## config.mk

```make
export PLATFORM = sky130hd
export DESIGN_NAME = inst_buffer
export DESIGN_NICKNAME = d
export VERILOG_FILES = /design/src/rtl/inst_buffer.sv
export SDC_FILE = /design/constraint.sdc
export NUM_CORES = 2
export LEC_CHECK = 0
export CORE_AREA = 2 2 409 411
export CTS_BUF_LIST = sky130_fd_sc_hd__clkbuf_16
export DETAILED_ROUTE_END_ITERATION = 8
export DIE_AREA = 0 0 411 413
export PLACE_DENSITY = 0.73
export SYNTH_ARGS = -nofsm -noshare
export SYNTH_HDL_FRONTEND = slang
export SYNTH_SLANG_ARGS = --single-unit
```

## constraint.sdc

```tcl
create_clock -name clk -period 20.5 [get_ports clk]
set_input_delay 4.1 -clock clk [delete_from_list [all_inputs] [get_ports clk]]
set_output_delay 4.1 -clock clk [all_outputs]
set_load 0.03 [all_outputs]
```

## src/rtl/inst_buffer.sv

```systemverilog
// Dual-issue instruction buffer between fetch and decode.
// Accepts up to two instructions per cycle, in order, into a circular array
// and presents the two oldest entries to decode. Backpressure to fetch is a
// pure function of the registered occupancy so no input-to-output path exists.
module inst_buffer #(
    parameter int DEPTH     = 16,
    parameter int PAYLOAD_W = 97,
    parameter int CNT_W     = $clog2(DEPTH) + 1
) (
    input  logic                 clk,
    input  logic                 rst,
    input  logic                 flush,
    input  logic                 in_valid0,
    input  logic                 in_valid1,
    input  logic [PAYLOAD_W-1:0] in_payload0,
    input  logic [PAYLOAD_W-1:0] in_payload1,
    output logic                 ifu_full,
    output logic                 out_valid0,
    output logic                 out_valid1,
    output logic [PAYLOAD_W-1:0] out_payload0,
    output logic [PAYLOAD_W-1:0] out_payload1,
    input  logic                 out_ready,
    output logic [CNT_W-1:0]     count
);

    localparam int PTR_W = $clog2(DEPTH);

    logic [PAYLOAD_W-1:0] mem [DEPTH];

    logic [PTR_W-1:0] head;
    logic [PTR_W-1:0] tail;
    logic [CNT_W-1:0] cnt;

    logic             accept;
    logic [1:0]       n_enq;
    logic [1:0]       n_deq;
    logic [PTR_W-1:0] head_plus1;
    logic [PTR_W-1:0] tail_slot1;

    // Room for a full pair is guaranteed whenever ifu_full is low.
    assign ifu_full = (cnt > CNT_W'(DEPTH - 2));
    assign accept   = !ifu_full && !flush;

    assign n_enq = accept ? ({1'b0, in_valid0} + {1'b0, in_valid1}) : 2'd0;

    assign out_valid0 = (cnt != '0);
    assign out_valid1 = (cnt >= CNT_W'(2));

    // Decode takes every presented entry at once; flush overrides in the update.
    assign n_deq = out_ready ? ({1'b0, out_valid0} + {1'b0, out_valid1}) : 2'd0;

    // Pointer arithmetic wraps naturally at PTR_W bits (DEPTH is a power of two).
    assign head_plus1 = head + PTR_W'(1);

    // Slot 1 compacts down onto tail when slot 0 is empty.
    assign tail_slot1 = in_valid0 ? (tail + PTR_W'(1)) : tail;

    assign out_payload0 = mem[head];
    assign out_payload1 = mem[head_plus1];
    assign count        = cnt;

    // Storage write: payload is not reset, only written on accepted slots.
    always_ff @(posedge clk) begin
        if (accept && in_valid0) begin
            mem[tail] <= in_payload0;
        end
        if (accept && in_valid1) begin
            mem[tail_slot1] <= in_payload1;
        end
    end

    // Pointer and occupancy update; flush wins over any enqueue or dequeue.
    always_ff @(posedge clk or negedge rst) begin
        if (!rst) begin
            head <= '0;
            tail <= '0;
            cnt  <= '0;
        end else if (flush) begin
            head <= '0;
            tail <= '0;
            cnt  <= '0;
        end else begin
            head <= head + PTR_W'(n_deq);
            tail <= tail + PTR_W'(n_enq);
            cnt  <= cnt + CNT_W'(n_enq) - CNT_W'(n_deq);
        end
    end

endmodule

```

After elaboration in Yosys (flattened, before gate mapping)
Memories as Yosys holds them, arrays and structs flattened.
Index checks and enable logic that the tools add are counted.
Widths: inputs -> output; s select.
- reduce and logical (&&, ||, !) cells: 6
- multiplexer cells: 10
- add/sub/neg operators: 8
- $lt $le $gt $ge: 2
- operator list (operator ; count):
    $mux 4 ; 3
    $add 4x1->4 const B ; 2
    $add 4x2->4 ; 2
    $add 5x2->5 ; 1
    $ge 5x2->1 const B ; 1
    $gt 5x4->1 const B ; 1
    $mux 5 ; 1
    $reduce_bool 5->1 ; 1
    $sub 5x2->5 ; 1
    $add 1x1->2 ; 2
    $mux 1 ; 4
    $mux 2 ; 2
    $logic_and 1x1->1 ; 3
    $logic_not 1->1 ; 2
- memories kept: 1
- input port bits: 200
- memory bits (writable): 1552
- bits in registers: 13
- output and inout port bits: 202
- word-level logic and storage cells: 30
- memories (name ; depth ; width ; rd ports ; clocked after Yosys merged registers in ; write ports ; line ; RTL):
    mem ; 16 ; 97 ; 2 ; 0 ; 2 ; 28 ; logic [PAYLOAD_W-1:0] mem [DEPTH];

Longest topological paths before layout
- depth in word-level cells: 7
- depth in mapped cells: 15
- depth with buffers taken out: 15

Worst setup path after synthesis
No wires, ideal clock.
- path kind: input -> register
- start: input port flush
- end: memory mem[2][0] (enable)
- path buffers: 0
- stages on the path: 3
- path slack: 8.274 ns
- arrival: 11.540 ns
- library setup time: 0.687 ns
- required time: 19.813 ns
- cell sequence: a211oi_1 nand2_1 o21ai_0
- RTL lines (item ; line ; RTL):
    start: declaration ; 12 ; input logic flush,
    end: declaration ; 28 ;

Final worst setup path
- start: register head[1]
- end: output port out_payload1[25]
- cells in the longest elaborated chain, start to end: 2
- ends and longest elaborated chain (item ; line ; RTL):
    start: declaration ; 30 ; logic [PTR_W-1:0] head;
    start signal: assignment ; 83 ; head <= head + PTR_W'(n_deq);
    $add 4x1->4 ; 53 ; assign head_plus1 = head + PTR_W'(1);
    $mem_v2 16x97 ; - ;
    end: declaration ; 21 ; output logic [PAYLOAD_W-1:0] out_payload1,
No other way between the ends.

==> impl_metrics.toml <==
[drt]
totalWireLength_mm = 273
wl_per_cell_microns = 37.6
route.met2.wl_mm = 128
via_count = 52800
drt_first_pass_iters = 5
met3_length_mm = 30.4
dr.first_iter.drc_count = 6970
highest_layer = "met5"
wl_met1_mm = 106
vias_per_cell = 7.27
drc_errors = 0
postRouteAntennaNets = 0

[logic_synthesis]
synth.net_count = 5046
synthCells = 4821
syn_avg_cell_area_sq_um = 18.7
yosys.cell_types.count = 45
ys_seq_area_frac = 0.520
synth_edf_count = 1552
ys_warn_count = 0
ys_async_sr_fraction = 0.00831
synth-seq-cells = 1565
synth_ff_type = "edfxtp_1"
synthesis.area_sq_um = 90300

[power_and_ir_drop]
leakagePower_uw = 0.0313
pwr-share-clk = 0.270
peakVddDrop_mv = 0.0985
p_int_uw = 7610
power_switching_share = 0.329
netSwitchingPower_uw = 3720
p_total_uw = 11300
power.density_nw_per_um2 = 112
p_comb_frac = 0.403
pwr-share-seq = 0.327

[worst_setup_path]
critPathCaptureType = "primary output"
cp.buffers_inverters = 3
path_class = "reg2out"
cp-start-kind = "flip-flop"
cp_max_fo = 66
crit_chain = "ha_4, buf_4, buf_4, mux4_2, mux4_2, clkdlybuf4s50_1"
ff2ff_setup_slack_ns = 15.31
cp_data_required_time_ns = 16.40
crit_arrival_ns = 6.13
cp_slowest_stage_delay_ns = 1.01
slowest_stage = "ha_4"
crit_family = "buffers and inverters"

[clock_tree]
cts.path.max_buffers = 3
clk_latency_ns = 0.82
post_cts_buffers = 0
cts_htree_levels = 4
cts_sinks = 1565
cts_tree = "yes"
clk_pin_slew_worst_paths_ns = 0.06
root_buffer = "clkbuf_16"
ctsResizeCount = 0
numCtsBuffers = 173
cts_hold_buf = 0

[finish]
final_util = 0.609
final_area_sq_um = 101000
area_growth_pct = 11.9
drive_gt1_frac = 0.550
nets = 5126
n_fill_cell = 12000

[global_route]
grt_max_degree = 146
overflow = 0
grt_pass1_wl_mm = 390
grt_use_total = 0.321
grt_pass1_vias = 53900
antenna_found_initial = 42

[timing]
period_minus_slack_ns = 10.23
maxSlewHeadroom = 0.207
fin_skew_ns = 0.0289
finalCritPeriodShare = 0.499
hold_viol_final = 0
grt_setup_unrepaired = "no"
setup_viol = 0
finalSetupTns_ns = 0
fin_ws_ns = 10.27
tightest_slew_ns = 1.19
slew_viol_final = 0
fmax_mhz = 97.7

[floorplanning]
boundaryPins = 402
core_area_sq_um = 166000
die_w_microns = 411
start_util = 0.544
row_count = 150
die_y_microns = 413
die_area_sq_um = 170000

[run]
maxCapViolations = 0

[placed_design]
place_area_sq_um = 95500
dp_hpwl_mm = 133
dp_slack_ns = 11.01
routabilityCongestion = 0.793
io_buffer_count = 401

[min_path]
min_path_type = "reg2reg"

[outcome]
outcome = "complete, no violations"
## power groups by stage
stage	clock (uW)	combinational (uW)	sequential (uW)
after floorplan	0	3190	3740
after global placement	0	4540	3760
after detailed placement	0	4550	3770
after CTS	3090	4580	3700
after global routing	3210	4750	3710
final	3060	4570	3700
## cells in the final DEF, fill, tap and decap left out, types with 12 or more instances in the layout
cell / synthesis / routed
nand2_1: 12 / 12
buf_12: 0 / 21
bufinv_16: 0 / 14
edfxtp_1: 1552 / 1552
mux2_2: 1433 / 1433
mux2_1: 119 / 119
inv_1: 13 / 46
clkinv_2: 0 / 19
buf_4: 16 / 65
clkbuf_16: 0 / 179
clkinv_1: 0 / 49
clkdlybuf4s50_1: 0 / 401
ha_1: 21 / 20
mux4_2: 970 / 970
## registers in the layout (all words and copies together), names as in the netlist
name	flops
count	5
mem	1552
tail	4
head	4
## synthesized netlist by cell type (6+ instances only)
master    count  area [sq um]
inv_1        13          48.8
edfxtp_1   1552         46600
nand2_1      12          45.0
o21ai_0      12          60.1
buf_4        16           120
a21oi_1       6          30.0
mux2_1      119          1340
xnor2_1       6          52.6
buf_1        35           131
dfrtp_1      13           325
nor2b_1       8          50.1
ha_1         21           263
o211ai_4      8           170
buf_6        34           383
clkbuf_1    302          1130
buf_2       195           976
o21bai_1      6          45.0
mux4_2      970         21800
nor2_1        8          30.0
nand3b_1      6          45.0
mux2_2     1433         16100
## worst paths after layout
check / from / endpoint / depth (start not counted)
setup / recovery: head[1] / out_payload1[25] / 6
hold / removal: count[0] / count[0] / 2
setup reg to reg: tail[1] / mem[12][61] / 9
hold reg to reg: count[0] / count[0] / 2
max in group asynchronous: rst / head[0] / 1
min in group asynchronous: rst / tail[0] / 1
## cell families (layout without fill, tap and decap cells)
group | Yosys count | count (layout) | synth area share
AOI/OAI and AO/OA | 51 | 51 | 0.00607
xor gates and xnor gates | 8 | 8 | 0.000776
adders and majority gates | 25 | 25 | 0.00380
buffers and inverters | 596 | 816 | 0.0310
DFF | 1565 | 1565 | 0.520
muxes | 2522 | 2522 | 0.435
other | 0 | 10 | 0
and+or+nand+nor | 54 | 54 | 0.00356
## stage by stage
| stage | instances | hold slack [ns] |
|---|---|---|
| after floorplan | 4821 | 0.612 |
| after global placement | 6930 | 0.677 |
| after detailed placement | 6930 | 0.670 |
| after CTS | 7245 | 0.692 |
| after global routing | 7249 | 0.733 |
| final | 7255 | 0.691 |
## tightest hold or removal path, stage by stage (launching register included)
cell and delay, ns:
dfrtp_1 0.39, ha_1 0.14, nor2b_1 0.11
## metal layers
metal	global-route usage	vias to the layer above
li1	-	20600
met1	0.459	28400
met2	0.492	3146
met3	0.0771	539
met4	0.0983	64
met5	0	-
## layout make-up
cell class	instances	area (sq um)	share of cell area
tap	2204	2760	0.0273
antenna	10	25.0	0.000248
clock inverter	136	1010	0.00999
sequential	1565	46900	0.465
inverter	14	52.6	0.000520
clock buffer	179	4480	0.0443
timing repair buffer	487	4920	0.0487
multi-input combinational	2660	40900	0.404
No activity file was read; power rests on OpenSTA's default activity.
